### src/rtl/mips32_mem_dump_reader.sv
// Post-run data memory reader: after the core halts (or on a start request)
// reads word_count words starting at start_addr over a 1-cycle-latency read
// port and streams them out on a valid/ready port with address and last flag.
module mips32_mem_dump_reader #(
  parameter int ADDR_W     = 10,
  parameter int DATA_W     = 32,
  parameter int FIFO_DEPTH = 2,
  parameter int AUTO_TRIG  = 1
) (
  input  logic              clk,
  input  logic              reset,
  input  logic              halted,
  input  logic              start,
  input  logic [ADDR_W-1:0] start_addr,
  input  logic [ADDR_W:0]   word_count,
  output logic              mem_rd_en,
  output logic [ADDR_W-1:0] mem_addr,
  input  logic [DATA_W-1:0] mem_rdata,
  output logic              dout_valid,
  input  logic              dout_ready,
  output logic [DATA_W-1:0] dout_data,
  output logic [ADDR_W-1:0] dout_addr,
  output logic              dout_last,
  output logic              busy,
  output logic              done
);

  localparam int PW = $clog2(FIFO_DEPTH);
  localparam int CW = PW + 1;
  localparam int NW = ADDR_W + 1;

  typedef enum logic [1:0] {S_IDLE, S_RUN, S_FIN} state_t;

  state_t              state_q, state_d;
  logic [ADDR_W-1:0]   base_q, base_d;
  logic [NW-1:0]       count_q, count_d;
  logic [NW-1:0]       issued_q, issued_d;
  logic                inflight_q, inflight_d;
  logic [ADDR_W-1:0]   infl_addr_q, infl_addr_d;
  logic                infl_last_q, infl_last_d;
  logic                halted_prev_q, halted_prev_d;
  logic [PW-1:0]       wr_ptr_q, wr_ptr_d;
  logic [PW-1:0]       rd_ptr_q, rd_ptr_d;
  logic [CW-1:0]       fifo_cnt_q, fifo_cnt_d;

  logic [DATA_W-1:0]   fifo_data_q [FIFO_DEPTH];
  logic [ADDR_W-1:0]   fifo_addr_q [FIFO_DEPTH];
  logic                fifo_last_q [FIFO_DEPTH];

  logic                trig;
  logic                push;
  logic                pop;
  logic                head_last;
  logic                room;
  logic                rd_en;
  logic [ADDR_W-1:0]   rd_addr;
  logic [CW:0]         occ;

  assign dout_valid = (fifo_cnt_q != '0);
  assign head_last  = fifo_last_q[rd_ptr_q];
  assign dout_data  = dout_valid ? fifo_data_q[rd_ptr_q] : '0;
  assign dout_addr  = dout_valid ? fifo_addr_q[rd_ptr_q] : '0;
  assign dout_last  = dout_valid & head_last;
  assign pop        = dout_valid & dout_ready;
  assign push       = inflight_q;
  assign busy       = (state_q == S_RUN);
  assign done       = (state_q == S_FIN);
  assign mem_rd_en  = rd_en;
  assign mem_addr   = rd_en ? rd_addr : '0;

  // Next-state, read issue and FIFO bookkeeping; a slot is only requested when
  // the buffered words plus the read in flight, net of this cycle's pop, leave room.
  always_comb begin
    state_d       = state_q;
    base_d        = base_q;
    count_d       = count_q;
    issued_d      = issued_q;
    inflight_d    = 1'b0;
    infl_addr_d   = infl_addr_q;
    infl_last_d   = infl_last_q;
    halted_prev_d = halted;
    rd_en         = 1'b0;
    rd_addr       = base_q + issued_q[ADDR_W-1:0];
    trig          = start | ((AUTO_TRIG != 0) & halted & ~halted_prev_q);
    occ           = {1'b0, fifo_cnt_q} + (CW+1)'(inflight_q) - (CW+1)'(pop);
    room          = (occ < (CW+1)'(FIFO_DEPTH));

    case (state_q)
      S_IDLE: begin
        if (trig) begin
          base_d   = start_addr;
          count_d  = word_count;
          issued_d = '0;
          state_d  = (word_count == '0) ? S_FIN : S_RUN;
        end
      end
      S_RUN: begin
        if ((issued_q < count_q) && room) begin
          rd_en       = 1'b1;
          issued_d    = issued_q + NW'(1);
          inflight_d  = 1'b1;
          infl_addr_d = rd_addr;
          infl_last_d = (issued_q == count_q - NW'(1));
        end
        if (pop && head_last) state_d = S_FIN;
      end
      S_FIN: state_d = S_IDLE;
      default: state_d = S_IDLE;
    endcase

    wr_ptr_d   = push ? wr_ptr_q + PW'(1) : wr_ptr_q;
    rd_ptr_d   = pop  ? rd_ptr_q + PW'(1) : rd_ptr_q;
    fifo_cnt_d = fifo_cnt_q + CW'(push) - CW'(pop);
  end

  // Control state; reset drops any read in flight so late data is ignored.
  always_ff @(posedge clk) begin
    if (reset) begin
      state_q       <= S_IDLE;
      base_q        <= '0;
      count_q       <= '0;
      issued_q      <= '0;
      inflight_q    <= 1'b0;
      halted_prev_q <= 1'b0;
      wr_ptr_q      <= '0;
      rd_ptr_q      <= '0;
      fifo_cnt_q    <= '0;
    end else begin
      state_q       <= state_d;
      base_q        <= base_d;
      count_q       <= count_d;
      issued_q      <= issued_d;
      inflight_q    <= inflight_d;
      halted_prev_q <= halted_prev_d;
      wr_ptr_q      <= wr_ptr_d;
      rd_ptr_q      <= rd_ptr_d;
      fifo_cnt_q    <= fifo_cnt_d;
    end
  end

  // Datapath: tag of the read in flight and FIFO storage, captured on return.
  always_ff @(posedge clk) begin
    infl_addr_q <= infl_addr_d;
    infl_last_q <= infl_last_d;
    if (push) begin
      fifo_data_q[wr_ptr_q] <= mem_rdata;
      fifo_addr_q[wr_ptr_q] <= infl_addr_q;
      fifo_last_q[wr_ptr_q] <= infl_last_q;
    end
  end

endmodule
### config.mk
export PLATFORM = sky130hd
export DESIGN_NAME = mips32_mem_dump_reader
export DESIGN_NICKNAME = d
export VERILOG_FILES = /design/src/rtl/mips32_mem_dump_reader.sv
export SDC_FILE = /design/constraint.sdc
export NUM_CORES = 1
export LEC_CHECK = 0
export ABC_AREA = 1
export BUFFER_PORTS_ARGS = -buffer_cell sky130_fd_sc_hd__buf_4
export CAP_MARGIN = 5
export CORE_MARGIN = 4
export CORE_UTILIZATION = 60
export DETAILED_ROUTE_END_ITERATION = 10
export PLACE_DENSITY = 0.89
export SLEW_MARGIN = 10
export SYNTH_ARGS = -nofsm -noshare
export SYNTH_HDL_FRONTEND = slang
export SYNTH_SLANG_ARGS = --single-unit
### constraint.sdc
create_clock -name clk -period 8.4 [get_ports clk]
set_clock_uncertainty 0.05 [all_clocks]
set_input_delay 0.84 -clock clk [delete_from_list [all_inputs] [get_ports clk]]
set_output_delay 0.84 -clock clk [all_outputs]
set_load 0.1 [all_outputs]
* After elaboration in Yosys (flattened, before gate mapping)
Memories as Yosys holds them, arrays and structs flattened. A register that Yosys moved wholly into a read port is not among the register bits. Index checks and enable logic that the tools add are counted. Widths: inputs -> output; s select.
Cells by class: bitwise logic cells 5, mux-type cells 20, eq/ne operators 6, reductions and logical operators 10, order comparisons 2, $add $sub $neg 9
Operators by type and width (count):
- $mux 32 | 1
- $mux 11 | 2
- $pmux 11 s2 | 1
- $mux 10 | 2
- $add 11x1->11 const B | 1
- $eq 11x11->1 | 1
- $logic_not 11->1 | 1
- $lt 11x11->1 | 1
- $sub 11x1->11 const B | 1
- $add 10x10->10 | 1
- $mux 1 | 10
- $mux 2 | 3
- $reduce_and 2->1 | 3
- $ne 2x1->1 const B | 2
- $pmux 2 s2 | 1
- $reduce_bool 2->1 | 2
- $add 2x1->3 | 1
- $and 1x1->1 | 3
- $lt 3x2->1 const B | 1
- $reduce_and 3->1 | 1
- $sub 3x1->3 | 1
- $add 1x1->1 const B | 2
- $add 2x1->2 | 1
- $eq 2x1->1 const B | 1
- 7 further kinds | 8
Storage, ports and cells: output and inout port bits 57, memories kept 3, input bits 58, flip-flop bits (word level) 51, memory bits (writable) 86, logic and storage cells 66
Memory list:
- fifo_data_q | depth 2, width 32, rd ports 1, clocked after memory_dff 1, write ports 1, line 46 | logic [DATA_W-1:0] fifo_data_q [FIFO_DEPTH];
- fifo_addr_q | depth 2, width 10, rd ports 1, clocked after memory_dff 1, write ports 1, line 47 | logic [ADDR_W-1:0] fifo_addr_q [FIFO_DEPTH];
- fifo_last_q | depth 2, width 1, rd ports 1, clocked after memory_dff 1, write ports 1, line 48 | logic fifo_last_q [FIFO_DEPTH];

* Logic depth before layout (Yosys ltp)
Gate-level depths: netlist of the first run.
word-level depth 8, mapped depth 17, depth with buffers taken out 17

* Least setup slack after synthesis of the first run
Ideal clock, no wire load.
path type flip-flop to output port, start point register fifo_cnt_q[1], end point output port mem_addr[5], cell stages (with the launch flop) 17, path buffers 1, data arrival time 4.076 ns, required time 7.510 ns, path slack 3.434 ns, path through dfxtp_1 nor2_2 inv_1 nand2_1 inv_1 ha_1 inv_1 ha_1 fa_1 inv_1 nand2_1 nor2_4 nand3_2 nor2_4 nand3_4 buf_6 nor2_1
On the way: longest elaborated chain between the ends 8, elaborated cells between the ends (all ways) 9, those cells by class add/sub: 2; order compare: 1; mux: 3; bitwise: 1; reduce/logical: 2
Ends and longest elaborated chain:
- from (decl) | line 44 | logic [CW-1:0] fifo_cnt_q, fifo_cnt_d;
- from (signal assigned) | line 137 | fifo_cnt_q <= fifo_cnt_d;
- $reduce_bool 2->1 | line 59 | assign dout_valid = (fifo_cnt_q != '0);
- named net dout_valid | line 19 | output logic dout_valid,
- $and 1x1->1 | line 64 | assign pop = dout_valid & dout_ready;
- named net pop | line 52 | logic pop;
- $sub 3x1->3 | line 85 | occ = {1'b0, fifo_cnt_q} + (CW+1)'(inflight_q) - (CW+1)'(pop);
- $lt 3x2->1 | line 86 | room = (occ < (CW+1)'(FIFO_DEPTH));
- $logic_and 1x1->1 | line 98 | if ((issued_q < count_q) && room) begin
- $mux 1 | line 98
- $mux 1
- $mux 10 | line 69 | assign mem_addr = rd_en ? rd_addr : '0;
- to (decl) | line 17 | output logic [ADDR_W-1:0] mem_addr,
The timed path passes the listed nets, and every way through them passes these cells.

* Worst setup path after layout of the first run
start point register fifo_cnt_q[1], end point output port mem_rd_en
On the way: longest elaborated chain between the ends 7, elaborated cells between the ends (all ways) 8, those cells by class add/sub: 2; order compare: 1; mux: 2; bitwise: 1; reduce/logical: 2
Ends and longest elaborated chain:
- $reduce_bool 2->1 | line 59
- $and 1x1->1 | line 64
- named net pop | line 52
- $sub 3x1->3 | line 85
- $lt 3x2->1 | line 86
- $logic_and 1x1->1 | line 98
- $mux 1 | line 98
- $mux 1
- to (decl) | line 16 | output logic mem_rd_en,
The timed path passes the listed nets, and every way through them passes these cells.

==> reports/qor.log, run 1 <==
qor: outcome.status finished, final reports clean
qor: layout.fillCellCount 671
qor: detailed_routing.wl_per_cell 15.7 um
qor: global_routing.grt_first_pass_wirelength 24.6 mm
qor: placement.port_buffers 114
qor: layout.area.growth.synth_to_final 22.9%
qor: layout.combined_area_of_the_multi_input_logic_cells 0.00248 mm2
qor: synth.postSynthRegisterBits 138
qor: detailed_routing.finalWirelength 15.0 mm
qor: detailed_routing.viasPerCell 5.48
qor: worst_setup_path.reg2reg_slack 4.49 ns
qor: synth.synth_area_in_simple_gates 20.6%
qor: synth.synth_top_family_by_area simple AND/OR/NAND/NOR gates
qor: detailed_routing.wl_met1 6.05 mm
qor: clocking.numCtsBuffers 17
qor: worst_setup_path.start_kind flip-flop
qor: synth.synthAdderAreaFrac 5.18%
qor: worst_setup_path.critical_path.top_delay_family simple AND/OR/NAND/NOR gates
qor: die.start_util 62.6%
qor: layout.area.sequential 0.00373 mm2
qor: synth.synth.mux.area_fraction 0.152%
qor: global_routing.grt_pass1_vias 5,219
qor: worst_setup_path.worst_path_max_delay_cell sky130_fd_sc_hd__nor2_4
qor: synth.synth_warnings 0
qor: worst_hold_path.worstHoldPathType reg2reg
qor: die.design.core.area 0.0105 mm2
qor: sta.worst_slack 3.11 ns
qor: worst_setup_path.critPathMostFrequentCell sky130_fd_sc_hd__inv_1
qor: detailed_routing.detailedRoute.firstIterationViolations 383
qor: global_routing.initial_antenna_violation_count 0
qor: clocking.ctsHtreeMaxLevel 4
qor: global_routing.grt_util_all_layers 24.1%
qor: synth.synthArstFlopShare 0%
qor: sta.max_freq 0.189 GHz
qor: worst_setup_path.worstSetupPathType reg2out
qor: worst_setup_path.path_cells nor2_4, inv_1, nand2_1, inv_1, ha_1, inv_1, ha_1, fa_1, inv_1, nand2_1, nor2_4, nand3_2, nor2_4, nand3_4, clkinv_2, buf_4
qor: sta.timing_worst_slew_pin_value 1.21 ns
qor: sta.timing.final.setup_violations 0
qor: detailed_routing.drc_markers 0
qor: detailed_routing.met3_length 1.10 mm
qor: worst_setup_path.worst_ep_required_time 7.51 ns
qor: clocking.post-cts-setup-buffers 0
qor: clocking.clock_insertion_delay_worst_skew 0.52 ns
qor: synth.synthTopCellsByArea sky130_fd_sc_hd__edfxtp_1 44%, sky130_fd_sc_hd__dfxtp_1 12%, sky130_fd_sc_hd__nand2_1 9.7%
qor: worst_setup_path.critPathMaxStageDelay 0.81 ns
qor: placement.placement.setup.worst_slack 3.67 ns
qor: worst_setup_path.worst_setup_path_end_kind output pin
qor: sta.slew_headroom 18.6%
qor: detailed_routing.via_count 5,218
qor: layout.num-nets-final 889
qor: die.dieWidth 113 um
qor: clocking.cts-resized-gates 0
qor: layout.post-route-util 76.9%
qor: synth.yosys.cell_count.top_type sky130_fd_sc_hd__nand2_1
qor: synth.synth.yosys.seq_area_share 56.8%
qor: clocking.post_cts_hold_buffer_count 0
qor: sta.post-route-min-period 5.29 ns
qor: clocking.clkTransAtPathRegs 0.06 ns
qor: sta.fin_setup_tns 0 ns
qor: placement.finalWeightedCongestion 0.875
qor: pwr.power.density_cell_area 393 mW/mm2
qor: synth.synth_xor_xnor_area_share 2.13%
qor: synth.synth_compound_gate_area_share 9.48%
qor: die.die_y 113 um
qor: layout.layout-drive-gt1-share 22.6%
qor: synth.synthTopCellsByCount 170 x sky130_fd_sc_hd__nand2_1, 97 x sky130_fd_sc_hd__edfxtp_1, 73 x sky130_fd_sc_hd__nor2_1
qor: clocking.cts_tree built
qor: synth.post_syn_instances 694
qor: placement.hpwl_after_dpl 10.1 mm
qor: die.floorplan.die_area 0.0127 mm2
qor: run.drv.max_cap_violation_count 0
qor: synth.cell_variety_after_synth 38
qor: synth.synth_nets 778
qor: die.core.rowCount 37
qor: pwr.power_leakage 0.00340 uW
qor: clocking.clockRootBuffer sky130_fd_sc_hd__clkbuf_8
qor: synth.post-synth-top-area-cell sky130_fd_sc_hd__edfxtp_1
qor: sta.setup_repair_after_global_routing_missed_its_margin false
qor: detailed_routing.routed-wl-met2 7.59 mm
qor: synth.synth.cell_area 0.00658 mm2
qor: synth.synth_enable_flop_cells 97
qor: synth.mapped_avg_cell_area 9.47 um2
qor: pwr.ir_worst_vdd 0.331 mV
qor: detailed_routing.antenna_violating_nets_left 0
qor: clocking.clockBufferDepth 2
qor: detailed_routing.drtPass1Iterations 5
qor: die.boundary_pins 115
qor: clocking.cts_num_sinks 138
qor: global_routing.grt_remaining_overflow 0
qor: sta.finalMaxSlewViolations 0
qor: global_routing.grt_start_max_net_pins 48
qor: layout.antenna-diode-count 0
qor: synth.synth_top_flop_cell sky130_fd_sc_hd__edfxtp_1
qor: worst_setup_path.cp.arrival 4.40 ns
qor: worst_setup_path.timing.critical_path.fanout_max 44
qor: sta.final-hold-violation-count 0
qor: sta.min_period_over_period 63.0%
qor: worst_setup_path.worstPathBufferInverterCount 6
qor: synth.synth.top_cell.area_share 44.3%
qor: detailed_routing.top_layer_used met4
-- final cells by class --
| class | instances | area share [%] |
|---|---|---|
| Clock buffer | 18 | 5.17 |
| Clock inverter | 13 | 1.81 |
| Inverter | 67 | 3.13 |
| Multi-Input combinational cell | 464 | 30.7 |
| Tap cell | 136 | 2.11 |
| Timing Repair Buffer | 117 | 10.9 |
| Sequential cell | 138 | 46.2 |
-- flip-flops by register name, indices dropped and copies added, names as in the netlist, named ones only --
signal and cells:
fifo_addr_q 20, rd_ptr_q 1, infl_last_q 1, fifo_data_q 64, issued_q 11, base_q 10
inflight_q 1, wr_ptr_q 1, fifo_cnt_q 2, fifo_last_q 2, infl_addr_q 10, count_q 11
halted_prev_q 1, state_q 2
-- metrics by stage --
step	instance area (um2)	cells	hold WS [ns]	total power, uW
2_1_floorplan	6580	694	0.371	2160
5_1_grt	8080	953	0.403	3310
3_3_place_gp	7520	922	0.377	2440
4_1_cts	8080	953	0.395	3180
6_report	8080	953	0.394	3180
3_5_place_dp	7520	922	0.383	2470
-- placed cells by master, fill, tap and decap left out, types with 10 or more instances in the layout --
master / count
sky130_fd_sc_hd__buf_4: 117
sky130_fd_sc_hd__dfxtp_1: 41
sky130_fd_sc_hd__xor2_1: 12
sky130_fd_sc_hd__nand2_1: 170
sky130_fd_sc_hd__nor2_1: 72
sky130_fd_sc_hd__a21oi_2: 12
sky130_fd_sc_hd__nand3_2: 10
sky130_fd_sc_hd__clkbuf_16: 16
sky130_fd_sc_hd__o21ai_0: 27
sky130_fd_sc_hd__a21oi_1: 69
sky130_fd_sc_hd__nand3_1: 26
sky130_fd_sc_hd__edfxtp_1: 97
sky130_fd_sc_hd__inv_1: 61
sky130_fd_sc_hd__ha_1: 24
-- kinds of logic (layout without fill, tap and decap cells) --
group / Yosys count / after routing
xor gates and xnor gates: 16 / 16
muxes: 1 / 1
adders and majority gates: 26 / 26
and+or+nand+nor: 308 / 308
AOI/OAI and AO/OA: 113 / 113
DFF: 138 / 138
buffers and inverters: 92 / 215
-- path summary, 6_finish.rpt --
path	from	end	depth (start not counted)
max	fifo_cnt_q[1]	mem_rd_en	16
min reg2reg	infl_addr_q[4]	fifo_addr_q[0][4]	0
max reg2reg	fifo_cnt_q[1]	infl_addr_q[8]	15
min	infl_addr_q[4]	fifo_addr_q[0][4]	0
-- layer usage --
metal	global-route usage (%)	vias up
met5	0	-
met4	8.49	0
met3	5.34	31
met2	42.0	230
met1	29.5	2413
li1	-	2544
-- power by group --
part           switching, uW  internal, uW  leakage (uW)
Sequential              48.2           851       0.00122
Combinational           1280           294       0.00191
Clock                    283           424      0.000266
Total                   1610          1570       0.00340
(Power assumes the default switching activity.)
==> run 2: changes to the inputs <==
--- a/config.mk
+++ b/config.mk
@@ -9,9 +9,9 @@
 export BUFFER_PORTS_ARGS = -buffer_cell sky130_fd_sc_hd__buf_4
 export CAP_MARGIN = 5
 export CORE_MARGIN = 4
-export CORE_UTILIZATION = 60
+export CORE_UTILIZATION = 51
 export DETAILED_ROUTE_END_ITERATION = 10
-export PLACE_DENSITY = 0.89
+export PLACE_DENSITY = 0.81
 export SLEW_MARGIN = 10
 export SYNTH_ARGS = -nofsm -noshare
 export SYNTH_HDL_FRONTEND = slang
==> constraint.sdc (replaced) <==
create_clock -name clk -period 4.3 [get_ports clk]
set_clock_uncertainty 0.05 [all_clocks]
set_input_delay 0.43 -clock clk [delete_from_list [all_inputs] [get_ports clk]]
set_output_delay 0.43 -clock clk [all_outputs]
set_load 0.1 [all_outputs]
==> reports/qor.log, run 2 (synthesis results as in run 1) <==
qor: sta.finalMaxSlewViolations 0 [unchanged]
qor: sta.timing_worst_slew_pin_value 0.654 ns [-0.559 ns]
qor: worst_setup_path.worst_ep_required_time 3.82 ns [-3.69 ns]
qor: global_routing.grt_start_max_net_pins 44 [-8.3%]
qor: die.floorplan.die_area 0.0148 mm2 [+16%]
qor: pwr.comb_power_share 48.9% [-0.6 points]
qor: detailed_routing.finalWirelength 14.2 mm [-5.1%]
qor: clocking.ctsHtreeMaxLevel 4 [unchanged]
qor: clocking.cts-resized-gates 0 [unchanged]
qor: detailed_routing.antenna_violating_nets_left 0 [unchanged]
qor: worst_setup_path.critPathMaxStageDelay 0.43 ns [-0.38 ns]
qor: worst_setup_path.worst_path_max_delay_cell sky130_fd_sc_hd__fa_1
qor: clocking.post_cts_hold_buffer_count 0 [unchanged]
qor: worst_setup_path.timing.critical_path.fanout_max 24 [-45%]
qor: sta.min_period_over_period 90.2%
qor: worst_setup_path.worstSetupPathType reg2out
qor: die.die_y 122 um [+7.9%]
qor: layout.fillCellCount 1,036 [+54%]
qor: worst_setup_path.worst_setup_path_end_kind output pin
qor: layout.final_common_cell sky130_fd_sc_hd__nand2_1
qor: layout.layout-drive-gt1-share 22.9% [+0.26 points]
qor: worst_hold_path.holdPathEnd fifo_data_q[1][6]
qor: worst_hold_path.hold_start mem_rdata[6]
qor: clocking.clkTransAtPathRegs 0.06 ns [about the same]
qor: pwr.power_leakage 0.00343 uW [+0.91%]
qor: detailed_routing.detailedRoute.firstIterationViolations 306 [-20%]
qor: worst_setup_path.reg2reg_depth 15 [unchanged]
qor: pwr.power.density_cell_area 767 mW/mm2 [+95%]
qor: placement.finalWeightedCongestion 0.882 [+0.78%]
qor: worst_hold_path.hold_depth 1 [+1]
qor: global_routing.grt_first_pass_wirelength 22.6 mm [-7.9%]
qor: clocking.post-cts-setup-buffers 0 [unchanged]
qor: sta.hold_slack 0.139 ns [-0.255 ns]
qor: clocking.clockBufferDepth 2 [unchanged]
qor: sta.slew_headroom 56.3% [+38 points]
qor: worst_setup_path.worstPathBufferInverterCount 6 [unchanged]
qor: worst_setup_path.cp.arrival 3.40 ns [-1.00 ns]
qor: layout.post-route-util 65.0% [-12 points]
qor: run.drv.max_cap_violation_count 0 [unchanged]
qor: sta.timing.final.setup_violations 0 [unchanged]
qor: layout.biggestRegsByFlops fifo_data_q: 64 flops, fifo_addr_q: 20 flops
qor: pwr.ir_worst_vdd 0.413 mV [+25%]
qor: layout.registers.top_by_ff_count fifo_data_q
qor: worst_setup_path.path_cells nor2_4, inv_1, nand2_1, inv_1, ha_1, inv_1, ha_1, fa_1, inv_1, nand2_1, nor2_4, nand3_2, nor2_4, nand3_4, clkinv_2, buf_4
qor: layout.num-nets-final 892 [+0.34%]
qor: placement.hpwl_after_dpl 9.89 mm [-2.0%]
qor: worst_setup_path.reg2reg_from fifo_cnt_q[1]
qor: die.start_util 52.1% [-10 points]
qor: detailed_routing.via_count 5,019 [-3.8%]
qor: layout.layout.cells.most_common_list 170 x sky130_fd_sc_hd__nand2_1, 120 x sky130_fd_sc_hd__buf_4, 97 x sky130_fd_sc_hd__edfxtp_1
qor: worst_setup_path.regToRegEndpoint infl_last_q
qor: worst_setup_path.reg2reg_slack 1.30 ns [-3.19 ns]
qor: clocking.cts_num_sinks 138 [unchanged]
qor: layout.area.growth.synth_to_final 24.7%
qor: clocking.clockRootBuffer sky130_fd_sc_hd__clkbuf_16
qor: outcome.status finished, final reports clean
qor: global_routing.grt_pass1_vias 4,781 [-8.4%]
qor: die.core.rowCount 41 [+11%]
qor: sta.max_freq 0.258 GHz
qor: die.dieWidth 122 um [+7.9%]
qor: placement.port_buffers 114 [unchanged]
qor: layout.antenna-diode-count 0 [unchanged]
qor: detailed_routing.wl_per_cell 14.3 um [-8.9%]
qor: worst_hold_path.worstHoldPathType in2reg
qor: pwr.internal 3160 uW [+100%]
qor: sta.post-route-min-period 3.88 ns
qor: clocking.numCtsBuffers 17 [unchanged]
qor: sta.final-hold-violation-count 0 [unchanged]
qor: pwr.part_of_the_power_in_registers 27.8% [-0.5 points]
qor: worst_setup_path.critical_path.top_delay_family buffers and inverters
qor: global_routing.grt_util_all_layers 19.7% [-4.4 points]
qor: die.design.core.area 0.0126 mm2 [+20%]
qor: clocking.cts_tree built
qor: detailed_routing.drc_markers 0 [unchanged]
qor: layout.largest_register_ffs 64 [unchanged]
qor: detailed_routing.viasPerCell 5.05 [-7.7%]
qor: global_routing.initial_antenna_violation_count 0 [unchanged]
qor: pwr.power.switching_fraction 49.8% [-0.83 points]
qor: worst_setup_path.critPathMostFrequentCell sky130_fd_sc_hd__inv_1
qor: global_routing.grt_remaining_overflow 0 [unchanged]
qor: sta.setup_repair_after_global_routing_missed_its_margin false
qor: worst_setup_path.start_kind flip-flop
qor: pwr.switching_power_total 3140 uW [+95%]
qor: clocking.clock_insertion_delay_worst_skew 0.42 ns [-0.10 ns]
qor: detailed_routing.drtPass1Iterations 5 [unchanged]
qor: pwr.share_clk_of_total_power 23.3% [+1.1 points]
qor: die.boundary_pins 115 [unchanged]
run 2: power groups by stage:
stage                     clock [uW]  combinational [uW]  sequential, uW
final                           1470                3080            1750
after global routing            1550                3240            1770
after CTS                       1490                3090            1750
after detailed placement           0                3080            1770
after global placement             0                3060            1770
after floorplan                    0                2470            1750
run 2: final cells by class:
| cell class | count | area, um2 | area share (%) |
|---|---|---|---|
| Clock buffer | 18 | 429 | 5.23 |
| Clock inverter | 14 | 171 | 2.09 |
| Inverter | 67 | 253 | 3.08 |
| Multi-Input combinational cell | 464 | 2500 | 30.5 |
| Sequential cell | 138 | 3730 | 45.5 |
| Tap cell | 172 | 215 | 2.62 |
| Timing Repair Buffer | 120 | 901 | 11.0 |
run 2: worst max-delay path by stage:
stage	start	end	slack (ns)	cells past startpoint
after global placement	dout_ready	mem_rd_en	0.83	15
after global routing	fifo_cnt_q[1]	mem_rd_en	0.16	16
after CTS	fifo_cnt_q[1]	mem_rd_en	0.38	16
after floorplan	fifo_cnt_q[1]	mem_addr[5]	-0.26	16
final	fifo_cnt_q[1]	mem_rd_en	0.42	16
after detailed placement	dout_ready	mem_rd_en	0.81	15
run 2: metrics by stage:
step	cells	TNS, ns	cell area (um2)	power, uW	worst slack, ns
5_1_grt	993	0	8200	6560	0.165
3_5_place_dp	961	0	7600	4850	0.812
2_1_floorplan	694	-1.77	6580	4220	-0.256
4_1_cts	993	0	8200	6330	0.376
3_3_place_gp	961	0	7600	4820	0.826
6_report	993	0	8200	6290	0.419
run 2: routing by layer:
| metal | up-vias | track usage, % | share of wire (%) |
|---|---|---|---|
| li1 | 2544 | - | - |
| met2 | 155 | 33.0 | 48 |
| met5 | - | 0 | 0 |
| met4 | 0 | 7.35 | 1.6 |
| met1 | 2293 | 23.9 | 43 |
| met3 | 27 | 6.41 | 8.0 |
